**src/rtl/scan_select_sequencer.sv**
```systemverilog
// scan_select_sequencer: walks the channels set in a mask, driving the
// {enable,x,y} select of a 3-to-8 decoder. Optional macro: SCAN_SEQ_PASS_COUNT_EN.
module scan_select_sequencer #(
  parameter int unsigned DWELL_CYCLES = 4,
  parameter int unsigned PASS_W       = 8
) (
  input  logic              clk,
  input  logic              reset,
  input  logic              start,
  input  logic              stop,
  input  logic              continuous,
  input  logic [7:0]        chan_mask,
  output logic              x,
  output logic              y,
  output logic              enable,
  output logic              sel_valid,
  output logic              busy,
  output logic              done,
  output logic              start_err,
  output logic [PASS_W-1:0] pass_count
);

  typedef enum logic [1:0] {
    S_IDLE,
    S_SEEK,
    S_DWELL,
    S_DONE
  } state_t;

  localparam logic [15:0] DWELL_LOAD = 16'(DWELL_CYCLES - 1);

  state_t      state_q, state_d;
  logic [2:0]  ptr_q, ptr_d;
  logic [7:0]  mask_q, mask_d;
  logic        cont_q, cont_d;
  logic [15:0] cnt_q, cnt_d;
  logic        eop;

  logic        sel_valid_q, sel_valid_d;
  logic [2:0]  sel_q, sel_d;
  logic        busy_q, busy_d;
  logic        done_q, done_d;
  logic        start_err_q, start_err_d;

  // Next-state, pointer and dwell-counter logic; eop marks end of a pass
  always_comb begin
    state_d     = state_q;
    ptr_d       = ptr_q;
    mask_d      = mask_q;
    cont_d      = cont_q;
    cnt_d       = cnt_q;
    eop         = 1'b0;
    start_err_d = 1'b0;
    unique case (state_q)
      S_IDLE: begin
        if (start && !stop) begin
          if (|chan_mask) begin
            mask_d  = chan_mask;
            cont_d  = continuous;
            ptr_d   = 3'd0;
            state_d = S_SEEK;
          end else begin
            start_err_d = 1'b1;
          end
        end
      end
      S_SEEK: begin
        if (stop) begin
          state_d = S_IDLE;
        end else if (mask_q[ptr_q]) begin
          cnt_d   = DWELL_LOAD;
          state_d = S_DWELL;
        end else if (ptr_q != 3'd7) begin
          ptr_d = ptr_q + 3'd1;
        end else begin
          eop = 1'b1;
        end
      end
      S_DWELL: begin
        if (stop) begin
          state_d = S_IDLE;
        end else if (cnt_q == 16'd0) begin
          if (ptr_q != 3'd7) begin
            ptr_d   = ptr_q + 3'd1;
            state_d = S_SEEK;
          end else begin
            eop = 1'b1;
          end
        end else begin
          cnt_d = cnt_q - 16'd1;
        end
      end
      S_DONE: begin
        state_d = S_IDLE;
      end
      default: begin
        state_d = S_IDLE;
      end
    endcase
    if (eop) begin
      ptr_d   = 3'd0;
      state_d = cont_q ? S_SEEK : S_DONE;
    end
  end

  // Output values for the next cycle, derived from the next state
  always_comb begin
    sel_valid_d = (state_d == S_DWELL);
    sel_d       = sel_valid_d ? ptr_d : 3'd0;
    busy_d      = (state_d == S_SEEK) || (state_d == S_DWELL);
    done_d      = (state_d == S_DONE);
  end

  // State and registered outputs
  always_ff @(posedge clk) begin
    if (reset) begin
      state_q     <= S_IDLE;
      ptr_q       <= 3'd0;
      mask_q      <= 8'd0;
      cont_q      <= 1'b0;
      cnt_q       <= 16'd0;
      sel_valid_q <= 1'b0;
      sel_q       <= 3'd0;
      busy_q      <= 1'b0;
      done_q      <= 1'b0;
      start_err_q <= 1'b0;
    end else begin
      state_q     <= state_d;
      ptr_q       <= ptr_d;
      mask_q      <= mask_d;
      cont_q      <= cont_d;
      cnt_q       <= cnt_d;
      sel_valid_q <= sel_valid_d;
      sel_q       <= sel_d;
      busy_q      <= busy_d;
      done_q      <= done_d;
      start_err_q <= start_err_d;
    end
  end

`ifdef SCAN_SEQ_PASS_COUNT_EN
  logic [PASS_W-1:0] pass_count_q, pass_count_d;

  // Completed-pass counter, wraps naturally; only reset clears it
  always_comb begin
    pass_count_d = pass_count_q + (eop ? PASS_W'(1) : PASS_W'(0));
  end

  // Pass counter register
  always_ff @(posedge clk) begin
    if (reset) begin
      pass_count_q <= '0;
    end else begin
      pass_count_q <= pass_count_d;
    end
  end

  assign pass_count = pass_count_q;
`else
  assign pass_count = '0;
`endif

  assign enable    = sel_q[2];
  assign x         = sel_q[1];
  assign y         = sel_q[0];
  assign sel_valid = sel_valid_q;
  assign busy      = busy_q;
  assign done      = done_q;
  assign start_err = start_err_q;

endmodule
```
**config.mk**
```make
export PLATFORM = sky130hd
export DESIGN_NAME = scan_select_sequencer
export DESIGN_NICKNAME = d
export VERILOG_FILES = /design/src/rtl/scan_select_sequencer.sv
export SDC_FILE = /design/constraint.sdc
export NUM_CORES = 1
export LEC_CHECK = 0
export CAP_MARGIN = 20
export CORE_UTILIZATION = 55
export CTS_CLUSTER_DIAMETER = 30
export DETAILED_ROUTE_END_ITERATION = 10
export GPL_TIMING_DRIVEN = 0
export PLACE_DENSITY = 0.83
export RECOVER_POWER = 25
export SLEW_MARGIN = 20
export SYNTH_ARGS = -nofsm -noshare
export SYNTH_HDL_FRONTEND = slang
export SYNTH_SLANG_ARGS = --single-unit
```
**constraint.sdc**
```tcl
create_clock -name clk -period 3 [get_ports clk]
set_input_delay 0.6 -clock clk [delete_from_list [all_inputs] [get_ports clk]]
set_output_delay 0.6 -clock clk [all_outputs]
set_load 0.1 [all_outputs]
```
-- Word level (Yosys, flattened, before mapping)
Index checks and enable logic that the tools add are counted.
W data, S select, Z words.
- bitwise logic cells: 3
- equal/unequal tests: 11
- add/sub/neg operators: 2
- order comparisons: 1
- multiplexer cells: 33
- reductions and logical operators: 11
- operator list (operator ; count):
    $mux W16 ; 4
    $pmux W16 S2 ; 1
    $mux W3 ; 8
    $mux W2 ; 9
    $logic_not A16 Y1 ; 1
    $sub A16 B1 Y16 const B ; 1
    $pmux W3 S3 ; 1
    $eq A2 B2 Y1 const B ; 4
    $ne A2 B2 Y1 const B ; 4
    $pmux W2 S4 ; 1
    $reduce_or A8 Y1 ; 1
    $mux W1 ; 7
    $reduce_and A5 Y1 ; 1
    $eq A2 B1 Y1 const B ; 2
    $lt A3 B4 Y1 const B ; 1
    $add A3 B1 Y3 const B ; 1
    $bmux W1 S3 ; 1
    $ne A3 B3 Y1 const B ; 1
    $not A1 Y1 ; 3
    $reduce_and A3 Y1 ; 1
    $reduce_or A3 Y1 ; 1
    $logic_not A2 Y1 ; 1
    $pmux W1 S2 ; 1
    $reduce_bool A2 Y1 ; 1
    other kinds (4) ; 4
- bits of input ports: 13
- bits in registers: 37

-- Longest topological paths before layout
- depth in word-level cells: 9
- mapped depth: 12
- gate-level depth less buffers: 11

-- Worst setup path before layout
Ideal clock, no wire load.
- kind: flip-flop to flip-flop
- start: register ptr_q[0]
- end: register sel_q[1]
- data arrival time: 2.629 ns
- period minus slack after synthesis: 2.714 ns
- cell stages (with the launch flop): 12
- path slack: 0.286 ns
- library setup time: 0.086 ns
- path through: dfxtp_1 buf_4 mux2_2 mux4_2 o22ai_2 buf_4 nand2b_1 mux2i_1 ha_1 nor2b_1 o21ai_0 a211oi_1
- cells in the longest elaborated chain, start to end: 9
- elaborated cells between the ends (all ways): 27
- classes of those cells: add/sub: 1; eq/ne: 2; mux: 22; bitwise: 1; reduce/logical: 1
- ends and longest elaborated chain (item ; line ; text):
    start, declared ; 33 ; logic [2:0] ptr_q, ptr_d;
    start signal, assigned ; 129 ; ptr_q <= ptr_d;
    $bmux W1 S3 or $ne A3 B3 Y1 (tied branches) ; 70, 73, 83 ;
    $mux W1 (implied by the code), or another cell as far along ; 70 ; end else if (mask_q[ptr_q]) begin
    $mux W2, or another cell as far along ; 70 ;
    $mux W2, or another cell as far along ; 68 ; if (stop) begin
    $pmux W2 S4 or $pmux W1 S2 (tied branches) ; 54 ; unique case (state_q)
    $mux W2 (*) ; 100 ; if (eop) begin
    named net state_d[1] ; 32 ; state_t state_q, state_d;
    $eq A2 B2 Y1 (*) ; 108 ; sel_valid_d = (state_d == S_DWELL);
    named net sel_valid_d ; 39 ; logic sel_valid_q, sel_valid_d;
    $not A1 Y1 (no line) (*) ; - ;
    $reduce_or A2 Y1 (no line) (*) ; - ;
    end signal, assigned ; 134 ; sel_q <= sel_d;
    end, declared ; 40 ; logic [2:0] sel_q, sel_d;
The timed path passes the listed nets; every way through them passes the cells marked *. The select of a mux whose other input is x is not followed.
A chain may end at the register's enable or synchronous reset.

-- Worst setup path in the final report
- start: register cnt_q[2]
- end: register sel_q[0]
- cells in the longest elaborated chain, start to end: 8
- elaborated cells between the ends (all ways): 15
- classes of those cells: eq/ne: 1; mux: 11; bitwise: 1; reduce/logical: 2
- ends and longest elaborated chain (item ; line ; text):
    start, declared ; 36 ; logic [15:0] cnt_q, cnt_d;
    start signal, assigned ; 132 ; cnt_q <= cnt_d;
    $logic_not A16 Y1 (*) ; 82 ; end else if (cnt_q == 16'd0) begin
    $mux W2 or $mux W1 (tied branches) ; 82 ;
    $mux W2 or $mux W1 (tied branches) ; 80 ; if (stop) begin
    $pmux W2 S4 or $pmux W1 S2 (tied branches) ; 54 ;
    $mux W2 (*) ; 100 ;
    named net state_d[1] ; 32 ;
    $eq A2 B2 Y1 (*) ; 108 ;
    named net sel_valid_d ; 39 ;
    $not A1 Y1 (no line) (*) ; - ;
    $reduce_or A2 Y1 (no line) (*) ; - ;
The timed path passes the listed nets; every way through them passes the cells marked *.

==> metrics.txt <==
Crit. End Element=flop; WL/cell=15.1 um; crit path DAT=3.13 ns; Crit path required time=3.22 ns; clock share of power=31.5%; Tot Pwr=1210 uW; ys flop type=dfxtp_1; Mapped Cells=252; crit share post-route=97.3%; post-synthesis sequential area ratio=33.6%; #FFs+latches synth=37; standard-cell rows=22; Psw=381 uW; Die X=65.3 um; critical path class=flop to flop; P_int=828 uW; WHS Endpoint=cnt_q[11]; final hold vios=0; Die Footprint=4270 um^2; commonest cells in the netlist=37 x dfxtp_1, 28 x nor2_1, 15 x a21oi_1, 14 x mux2i_1, 12 x o21ai_0; maximum ir drop on the vdd rail=304 uV; Worst Path Max Fanout=10; antenna-violating nets left=0; PortBufs=18; Startpoint Class=flop; FF+latch area=743 um^2; CTS H-tree lvls=2; Residual DRC=0; die height=65.3 um; Post-DP Area=2470 um^2; area share of the largest cell type after synthesis=33.6%; layout cell share with drive strength beyond 1=17.4%; R2R Setup Slk=0.08 ns; reg2reg start=cnt_q[2]; area grow syn2layout=19.3%; clk_skew=0.0103 ns; detailed-router iteration count before antenna repair=5; Placeable Area=3740 um^2; vias in the first global route=1773; top-level port count=28; reg2reg path depth=11; largest net degree at the start of global routing=12; Root Buffer=clkbuf_8; Worst Hold Class=flop to flop; CTS Buf Count=5; latest clock arrival within the worst-skew pair=0.29 ns; via/cell ratio=6.20; Antenna Cells=0; total track usage=24.7%; final std cells w/o fill=336; worst r2r dst=sel_q[0]; cell area after synthesis=2210 um^2; worst slew pin tran=0.988 ns; clk sinks=37; yosys warns=0; Mean Syn Cell Area=8.75 um^2; Worst-path clk slew=0.08 ns; initial antenna violation count=0; Synth area leader=dfxtp_1; Worst slew margin=33.9%; First DRT Iteration DRCs=225; global-route wire length before repair=8120 um; min Tclk post-route=2.92 ns; combinational share of power=24.7%; global route total overflow=0; Hold Path Origin=cnt_q[11]; Max Fclk=0.343 GHz; Final #Nets=309; placed insts=325; GPL Wtd Cong=0.907; CTS tree=built; largest cells by area after synthesis=dfxtp_1 34%, mux2i_1 6.4%, ha_1 5.1%, nor2_1 4.8%, a21oi_1 3.4%; Slew Viols, Final=0; design area=2630 um^2; power per cell area=460 nW/um^2; crit path from=cnt_q[2]; total number of vias=2084; WHS Path Cells=2; synth unique cells=53; final number of setup-violating endpoints=0; initial cell density of the core=58.9%; sequential share of power=43.8%; final wirelength=5080 um; status=finished, final reports clean; Layout fillers=301; area of the multi-input gates=1360 um^2; HPWL Detailed=3620 um; hold buffers post-CTS=0; leak pwr=0.00103 uW; CTS max path bufs=2; Sw Share=31.5%; count leader, synth=dfxtp_1; EDFF count, synth=0; max_cap viols=0; asr flop ratio synth=0%
==> placed cells by master (no fill, tap or decap), types with 4 or more instances in the layout <==
master,count
a21oi_1,15
a31oi_1,4
buf_4,11
clkbuf_1,8
clkbuf_8,7
clkdlybuf4s50_1,11
conb_1,8
dfxtp_1,35
dlygate4sd3_1,7
ha_1,9
inv_1,11
mux2_2,5
mux2i_1,13
nand2_1,4
nand4_1,4
nor2_1,28
nor3_1,4
nor4_1,6
o21ai_0,11
o31ai_1,4
o41ai_1,7
or3_1,6
or4_1,5
or4b_2,4
==> how the worst max path moves through the flow <==
stage	end	slack [ns]	depth (start not counted)
finish	sel_q[0]	0.08	11
detailed placement	sel_q[1]	-0.20	11
global placement	sel_q[1]	-0.19	10
global route	sel_q[0]	-0.03	11
CTS	sel_q[1]	0.005	11
floorplan	sel_q[1]	0.29	11
==> cell families after synthesis <==
logic type                 after synthesis  synth area share [%]
AOI/OAI and AO/OA                       68                  21.1
adders and majority gates                9                  5.11
buffers and inverters                   31                  7.03
DFF                                     37                  33.6
muxes                                   21                  10.9
other                                    1                 0.170
and+or+nand+nor                         85                  22.1
==> cell type report <==
type | instances | area share [%]
plain buffers | 20 | 4.61
clock buffers | 7 | 3.66
clock inverters | 1 | 0.190
inverters | 11 | 1.57
multi-input cells | 191 | 51.7
flip-flops and latches | 37 | 28.2
well taps | 48 | 2.28
repair buffers | 21 | 7.70
==> state kept, by name (all words and copies together) (netlist names) <==
name / flops
state_q: 2
busy: 1
cnt_q: 16
cont_q: 1
done: 1
ptr_q: 3
sel_valid: 1
mask_q: 8
sel_q: 3
start_err: 1
==> worst max-delay path, cell delays in order (launching register included) <==
cell and delay [ns]:
dfxtp_2 0.35, or4_4 0.57, or3_1 0.35, buf_2 0.19, o22ai_4 0.22, buf_6 0.18
nand2b_2 0.11, mux2i_2 0.22, ha_1 0.17, nor2b_2 0.19, o21ai_2 0.11, a31oi_1 0.18
==> power by group through the flow <==
stage          combinational, uW  sequential [uW]  clock [uW]
2_1_floorplan                220              543           0
3_3_place_gp                 282              539           0
3_5_place_dp                 285              540           0
4_1_cts                      292              529         386
5_1_grt                      322              533         406
6_report                     299              530         381
==> stage by stage <==
step	TNS [ns]	utilization [%]	hold slack [ns]	setup WS (ns)
floorplan	0	-	0.439	0.286
global placement	-0.442	66.0	0.450	-0.190
detailed placement	-0.495	66.0	0.459	-0.198
CTS	0	69.6	0.469	0.00525
global route	-0.0484	70.3	0.497	-0.0262
finish	0	70.3	0.473	0.0813
==> metal layers <==
layer / GRT usage (%) / vias up / wire [um] / share of wire, %
met5: 0 / - / 0 / 0
met4: 8.15 / 0 / 95 / 1.9
met3: 6.25 / 13 / 534 / 11
met2: 37.8 / 100 / 2260 / 44
met1: 33.6 / 963 / 2190 / 43
li1: - / 1008 / - / -
==> timing repair <==
| item | in CTS | in global routing |
|---|---|---|
| gates cloned | 0 | 0 |
| resized for setup | 5 | 6 |
| buffers inserted | 2 | 1 |
| endpoints found under the setup margin | 3 | 3 |
| pin swaps | 0 | 0 |
Power figures use the tool's default switching activity.
